==> src/rtl/sram_fifo_ctrl.sv <==
// rtl/sram_fifo_ctrl.sv - FIFO controller over a 2-port SRAM macro with a 2-entry output buffer
// Optional SRAM_FIFO_BYPASS_EN: enqueues into an empty FIFO skip the SRAM and land in the output buffer.
module sram_fifo_ctrl #(
  parameter int WIDTH     = 16,
  parameter int DEPTH     = 128,
  parameter int ADDR_BITS = 7
) (
  input  logic                 clock,
  input  logic                 reset,
  input  logic                 enq_valid,
  output logic                 enq_ready,
  input  logic [WIDTH-1:0]     enq_data,
  output logic                 deq_valid,
  input  logic                 deq_ready,
  output logic [WIDTH-1:0]     deq_data,
  output logic [ADDR_BITS:0]   count,
  output logic [ADDR_BITS-1:0] sram_a1,
  output logic                 sram_csb1,
  output logic                 sram_web1,
  output logic                 sram_oeb1,
  output logic [WIDTH-1:0]     sram_i1,
  output logic [ADDR_BITS-1:0] sram_a2,
  output logic                 sram_csb2,
  output logic                 sram_oeb2,
  output logic                 sram_web2,
  input  logic [WIDTH-1:0]     sram_o2
);

  localparam logic [ADDR_BITS:0] FULL_CNT = (ADDR_BITS+1)'(DEPTH);

  logic [ADDR_BITS-1:0] wptr_q, wptr_d, rptr_q, rptr_d;
  logic [ADDR_BITS:0]   mem_cnt_q, mem_cnt_d;
  logic                 rd_inflight_q, rd_inflight_d;
  logic [1:0]           ob_cnt_q, ob_cnt_d;
  logic [WIDTH-1:0]     ob0_q, ob0_d, ob1_q, ob1_d;

  logic             wr_fire, deq_fire, rd_issue, bypass, sram_wr, push;
  logic [2:0]       ob_after;
  logic [WIDTH-1:0] push_data;

  assign enq_ready = (mem_cnt_q != FULL_CNT);
  assign deq_valid = (ob_cnt_q != 2'd0);
  assign deq_data  = ob0_q;
  assign count     = mem_cnt_q + (ADDR_BITS+1)'(rd_inflight_q) + (ADDR_BITS+1)'(ob_cnt_q);

  assign wr_fire  = enq_valid && enq_ready && !reset;
  assign deq_fire = deq_valid && deq_ready;
  // Output-buffer occupancy once this cycle's pop and the pending capture settle
  assign ob_after = {1'b0, ob_cnt_q} + {2'b0, rd_inflight_q} - {2'b0, deq_fire};
  assign rd_issue = !reset && (mem_cnt_q != '0) && (ob_after < 3'd2);

`ifdef SRAM_FIFO_BYPASS_EN
  assign bypass = wr_fire && (mem_cnt_q == '0) && !rd_inflight_q &&
                  (({1'b0, ob_cnt_q} - {2'b0, deq_fire}) < 3'd2);
`else
  assign bypass = 1'b0;
`endif

  assign sram_wr   = wr_fire && !bypass;
  assign push      = rd_inflight_q || bypass;
  assign push_data = rd_inflight_q ? sram_o2 : enq_data;

  assign sram_a1   = wptr_q;
  assign sram_csb1 = !sram_wr;
  assign sram_web1 = !sram_wr;
  assign sram_oeb1 = 1'b1;
  assign sram_i1   = enq_data;
  assign sram_a2   = rptr_q;
  assign sram_csb2 = !rd_issue;
  assign sram_oeb2 = !rd_issue;
  assign sram_web2 = 1'b1;

  always_comb begin
    wptr_d        = wptr_q + ADDR_BITS'(sram_wr);
    rptr_d        = rptr_q + ADDR_BITS'(rd_issue);
    mem_cnt_d     = mem_cnt_q + (ADDR_BITS+1)'(sram_wr) - (ADDR_BITS+1)'(rd_issue);
    rd_inflight_d = rd_issue;
    ob0_d         = ob0_q;
    ob1_d         = ob1_q;
    ob_cnt_d      = ob_cnt_q;
    case ({push, deq_fire})
      2'b10: begin
        if (ob_cnt_q == 2'd0) ob0_d = push_data;
        else                  ob1_d = push_data;
        ob_cnt_d = ob_cnt_q + 2'd1;
      end
      2'b01: begin
        ob0_d    = ob1_q;
        ob_cnt_d = ob_cnt_q - 2'd1;
      end
      2'b11: begin
        if (ob_cnt_q == 2'd1) begin
          ob0_d = push_data;
        end else begin
          ob0_d = ob1_q;
          ob1_d = push_data;
        end
      end
      default: ;
    endcase
  end

  always_ff @(posedge clock or posedge reset) begin
    if (reset) begin
      wptr_q        <= '0;
      rptr_q        <= '0;
      mem_cnt_q     <= '0;
      rd_inflight_q <= 1'b0;
      ob_cnt_q      <= 2'd0;
      ob0_q         <= '0;
      ob1_q         <= '0;
    end else begin
      wptr_q        <= wptr_d;
      rptr_q        <= rptr_d;
      mem_cnt_q     <= mem_cnt_d;
      rd_inflight_q <= rd_inflight_d;
      ob_cnt_q      <= ob_cnt_d;
      ob0_q         <= ob0_d;
      ob1_q         <= ob1_d;
    end
  end

endmodule

==> config.mk <==
export PLATFORM = sky130hd
export DESIGN_NAME = sram_fifo_ctrl
export DESIGN_NICKNAME = d
export VERILOG_FILES = /design/src/rtl/sram_fifo_ctrl.sv
export SDC_FILE = /design/constraint.sdc
export NUM_CORES = 1
export LEC_CHECK = 0
export BUFFER_PORTS_ARGS = -buffer_cell sky130_fd_sc_hd__buf_2
export CAP_MARGIN = 25
export CORE_UTILIZATION = 56
export DETAILED_ROUTE_END_ITERATION = 6
export PLACE_DENSITY = 0.91
export SETUP_SLACK_MARGIN = 0.02
export SYNTH_ARGS = -nofsm -noshare
export SYNTH_HDL_FRONTEND = slang
export SYNTH_SLANG_ARGS = --single-unit
==> constraint.sdc <==
create_clock -name clock -period 6.75 [get_ports clock]
set_input_delay 0.675 -clock clock [delete_from_list [all_inputs] [get_ports clock]]
set_output_delay 0.675 -clock clock [all_outputs]
set_load 0.03 [all_outputs]
Yosys cells after proc, flatten, opt, wreduce, memory -nomap -nowiden. Index checks and enable logic that the tools add are counted.

Register bits after elaboration: 57. Bits of input ports: 36.

Add/sub/neg operators: 10. Order comparisons: 1. Equal/unequal tests: 8. Multiplexer cells: 8. Reduce and logical (&&, ||, !) cells: 16.

Operator list (number): $mux W16 (5); $pmux W16 S3 (1); $pmux W16 S2 (1); $add A8 B1 Y8 (2); $add A7 B1 Y7 (2); $add A8 B2 Y8 (1); $ne A8 B8 Y1 const B (1); $reduce_bool A8 Y1 (1); $sub A8 B1 Y8 (1); $ne A2 B2 Y1 const B (3); $reduce_bool A2 Y1 (3); $logic_and A1 B1 Y1 (5); $eq A2 B1 Y1 const B (2); $eq A2 B2 Y1 const B (2); $pmux W2 S2 (1); $add A2 B1 Y3 (1); $logic_not A1 Y1 (3); $lt A3 B2 Y1 const B (1); $reduce_and A3 Y1 (1); $reduce_bool A3 Y1 (1); $sub A3 B1 Y3 (1); $add A2 B1 Y2 const B (1); $logic_not A2 Y1 (1); $reduce_and A2 Y1 (1); $sub A2 B1 Y2 const B (1).

Logic depth before layout (Yosys ltp).
Depth after elaboration: 6. Gate-level depth with buffers: 17.

Worst setup path before layout. No wires, ideal clock.

Kind: input to register. Start point: in reset. End point: reg mem_cnt_q[6]. Library setup time: 0.128 ns. Arrival time: 3.890 ns. Data required time: 6.622 ns. Slack: 2.732 ns. Stages on the path: 12. Buffers on the path: 0. Cell sequence: inv_1 -> and3_1 -> inv_1 -> ha_1 -> inv_1 -> ha_1 -> fa_1 -> a21oi_1 -> o21ai_1 -> a21oi_1 -> o21bai_1 -> xor2_1.

Longest elaborated chain between the ends: 4. Elaborated cells on any way between the ends: 6. Those cells by class: 2 x add/sub; 4 x reduce/logical.

RTL lines: start: declaration (RTL line 9) `input logic reset,`; $logic_not A1 Y1 (no source line) (*); $logic_and A1 B1 Y1 (on tied branches) (RTL line 46, 50); $add A8 B1 Y8 or $logic_and A1 B1 Y1 (tied branches) (RTL line 76, 50); $sub A8 B1 Y8 (*) (RTL line 76) `mem_cnt_d = mem_cnt_q + (ADDR_BITS+1)'(sram_wr) - (ADDR_BITS+1)'(rd_issue);`; named net mem_cnt_d[6] (RTL line 32) `logic [ADDR_BITS:0] mem_cnt_q, mem_cnt_d;`; end signal: assignment (RTL line 115) `mem_cnt_q <= mem_cnt_d;`; end: declaration (RTL line 32).

Mark *: on every way through the listed nets, which the timed path passes. The rest lies on a longest branch. A chain may end at the register's enable or synchronous reset.

Final worst setup path.
Start point: reg ob_cnt_q[1]. End point: reg mem_cnt_q[6].

Longest elaborated chain between the ends: 6. Elaborated cells on any way between the ends: 7. Those cells by class: 3 x add/sub; 1 x order compare; 3 x reduce/logical.

RTL lines: start: declaration (RTL line 34) `logic [1:0] ob_cnt_q, ob_cnt_d;`; start signal: assignment (RTL line 117) `ob_cnt_q <= ob_cnt_d;`; branches (longest 2 deep; another with $add A2 B1 Y3); $sub A3 B1 Y3 (*) (RTL line 49) `assign ob_after = {1'b0, ob_cnt_q} + {2'b0, rd_inflight_q} - {2'b0, deq_fire};`; $lt A3 B2 Y1 (*) (RTL line 50) `assign rd_issue = !reset && (mem_cnt_q != '0) && (ob_after < 3'd2);`; $logic_and A1 B1 Y1 (*) (RTL line 50); named net rd_inflight_d (RTL line 33) `logic rd_inflight_q, rd_inflight_d;`; $sub A8 B1 Y8 (*) (RTL line 76); named net mem_cnt_d[6] (RTL line 32).

Mark *: on every way through the listed nets, which the timed path passes.

==> run_results.csv <==
group,metric,value,unit
die,dieArea,6050,um^2
die,io_pins,98,
run_status,status,"complete, no violations",
route,drtIter0Drc,112,
grt,grt_overflow_total,0,
hold_path,hold_class,"input port to asynchronous set/reset pin",
yosys,synth_cells,324,
yosys,synth_area_leader_cell,"dfrtp_1",
cts,cts_buffer_depth,2,
route,first_pass_iters,4,
critical_path,critical_path.max_fanout,6,
sta,rsz0062_at_grt,"no",
place,hpwl,4770,um
finish,nets,471,
route,drc,0,
route,wl_met1,2560,um
sta,max_freq,240,MHz
die,coreArea,5510,um^2
route,totalWireLength,6320,um
critical_path,crit_path_start_kind,"register",
sta,setup_slack,2.57,ns
grt,antenna_found_initial,0,
cts,path_clk_slew,0.06,ns
power_and_ir_drop,ir_drop,0.318,mV
sta,relSlewSlack,0.504,
yosys,yosysSeqAreaShare,0.444,
critical_path,r2r_setup_slack,2.57,ns
sta,setup_violations,0,
yosys,ys_ff_latch,57,
yosys,yosysWarnings,0,
cts,root_buffer,"clkbuf_8",
yosys,ys_top_cells_by_area,"dfrtp_1 44%, ha_1 10%, a21oi_1 5.6%",
cts,ctsHoldBuffers,0,
grt,grt_pass1_vias,2413,
route,routed.top_layer,"met4",
cts,cts_setup_buffers,0,
finish,areaGrowthSynthToFinish,17.5,%
die,die_y,77.8,um
place,postPlaceCellArea,3580,um^2
yosys,netlist_top_cells_count,"57 x dfrtp_1, 36 x a21oi_1, 34 x nor2_1, 26 x ha_1, 24 x nand2_1",
route,postRouteAntennaNets,0,
yosys,synth.most_common_cell,"dfrtp_1",
route,dr_wl_met2,3310,um
route,wl_met3,290,um
place,gp_congestion,0.858,
finish,drive_gt1_frac,0.298,
critical_path,path_class,"register to register",
finish,antennaDiodeCount,0,
grt,grt_pass1_wl,10600,um
route,via_count,2445,
critical_path,required,6.95,ns
grt,grtUsageTotal,0.227,
place,dp_cells,465,
cts,htree_num_levels,3,
route,wire_per_inst,13.1,um
yosys,synthFlopType,"dfrtp_1",
sta,setup-tns-final,0,ns
power_and_ir_drop,leakage,1.88,nW
yosys,yosys.area.top_type_share,0.444,
sta,hold_violations,0,
cts,insertion_delay,0.33,ns
sta,finalCritPeriodShare,0.619,
critical_path,critical_path_arrival,4.37,ns
sta,hold_ws,0.355,ns
sta,worst_pin_slew,0.744,ns
place,pre_cts_slack,2.39,ns
yosys,yosysUniqueCellTypes,28,
cts,cts.sinks,57,
finish,utilization,0.686,
sta,period_needed,4.18,ns
cts,numCtsBuffers,9,
die,rows,27,
cts,cts_tree,"yes",
finish,finalInstanceArea,3780,um^2
power_and_ir_drop,power,2.12,mW
route,via_per_inst,5.08,
power_and_ir_drop,power_per_cell_area,562,nW/um^2
finish,fin_cells,481,
yosys,async_flop_share,1.00,
cts,cts_resized,0,
yosys,syn_area_per_cell,9.92,um^2
sta,fin_worst_skew,0.0113,ns
sta,drv_slew,0,
job,cap_violations,0,
grt,grt_max_degree,37,
place,io_buffers,95,
yosys,synth_edf_count,0,
yosys,syn_area,3210,um^2
critical_path,end_kind,"register",
die,initial_utilization,0.584,
die,die_x,77.8,um
-- cell type report --
cell class / instances / area (um^2)
Clock inverter: 2 / 12.5
Fill cell: 434 / 1730
Sequential cell: 57 / 1430
Clock buffer: 13 / 169
Timing Repair Buffer: 99 / 513
Tap cell: 72 / 90.1
Multi-Input combinational cell: 215 / 1480
Inverter: 23 / 86.3
-- worst max-delay path: stages, from the launching register on --
cell and delay [ns]:
dfrtp_1 0.49, inv_1 0.10, ha_1 0.24, nor2b_1 0.28, ha_1 0.34, nand2b_1 0.19
fa_1 0.39, xnor2_1 0.14, and4_1 0.25, ha_1 0.28, inv_1 0.04, ha_1 0.20
fa_1 0.41, a21oi_1 0.18, o21ai_1 0.12, a21oi_1 0.16, o21bai_1 0.09, xor2_1 0.15
-- state kept, by name (all words and copies together), names as in the netlist --
signal,cells
deq_data,16
ob1_q,16
push,1
sram_a1,7
ob_cnt_q,2
sram_a2,7
mem_cnt_q,8
-- power breakdown --
group	leakage (nW)	total [mW]	switching, mW	internal (mW)
Combinational	1.11	1.20	0.774	0.426
Sequential	0.683	0.637	0.129	0.508
Clock	0.0915	0.285	0.124	0.161
Total	1.88	2.12	1.03	1.09
-- worst paths after layout --
path                                         startpoint  depth (start not counted)                endpoint
max in group asynchronous                         reset                          3    ob1_q[3]$_DFFE_PP0P_
worst max register to register  ob_cnt_q[1]$_DFFE_PP0N_                         17  mem_cnt_q[6]$_DFF_PP0_
worst max-delay path            ob_cnt_q[1]$_DFFE_PP0N_                         17  mem_cnt_q[6]$_DFF_PP0_
worst min-delay path                              reset                          2    sram_a1[0]$_DFF_PP0_
worst min register to register     sram_a1[6]$_DFF_PP0_                          1    sram_a1[6]$_DFF_PP0_
min in group clock                 sram_a1[6]$_DFF_PP0_                          1    sram_a1[6]$_DFF_PP0_
-- metal layers --
layer	GRT usage	vias to the layer above
met2	0.383	74
met1	0.267	1153
li1	-	1204
met5	0	-
met3	0.0600	14
met4	0.109	0
-- cell families (layout without fill, tap and decap cells) --
| kind of cell | Yosys count | in the layout | synth area share |
|---|---|---|---|
| multiplexers | 16 | 16 | 0.0498 |
| flip-flops | 57 | 57 | 0.444 |
| AO/OA/AOI/OAI | 64 | 64 | 0.111 |
| adder cells (fa/ha/maj) | 30 | 30 | 0.126 |
| AND/OR/NAND/NOR | 78 | 78 | 0.103 |
| buffers and inverters | 53 | 137 | 0.0973 |
| XOR/XNOR | 25 | 25 | 0.0681 |
| other | 1 | 2 | 0.00117 |
-- cells in the final DEF, fill, tap and decap left out, types with 3 or more instances in the layout --
cell      count
buf_2        95
dfrtp_1      57
a21oi_1      36
nor2_1       34
ha_1         26
nand2_1      24
inv_1        21
xnor2_1      18
mux2i_1      16
o21ai_1      12
clkbuf_8     12
nand3_1      10
o21ai_0       8
xor2_1        7
a21oi_2       4
fa_1          4
nand2b_1      3
and3_1        3
buf_4         3
Note: power is estimated with default switching activity, not from simulation.
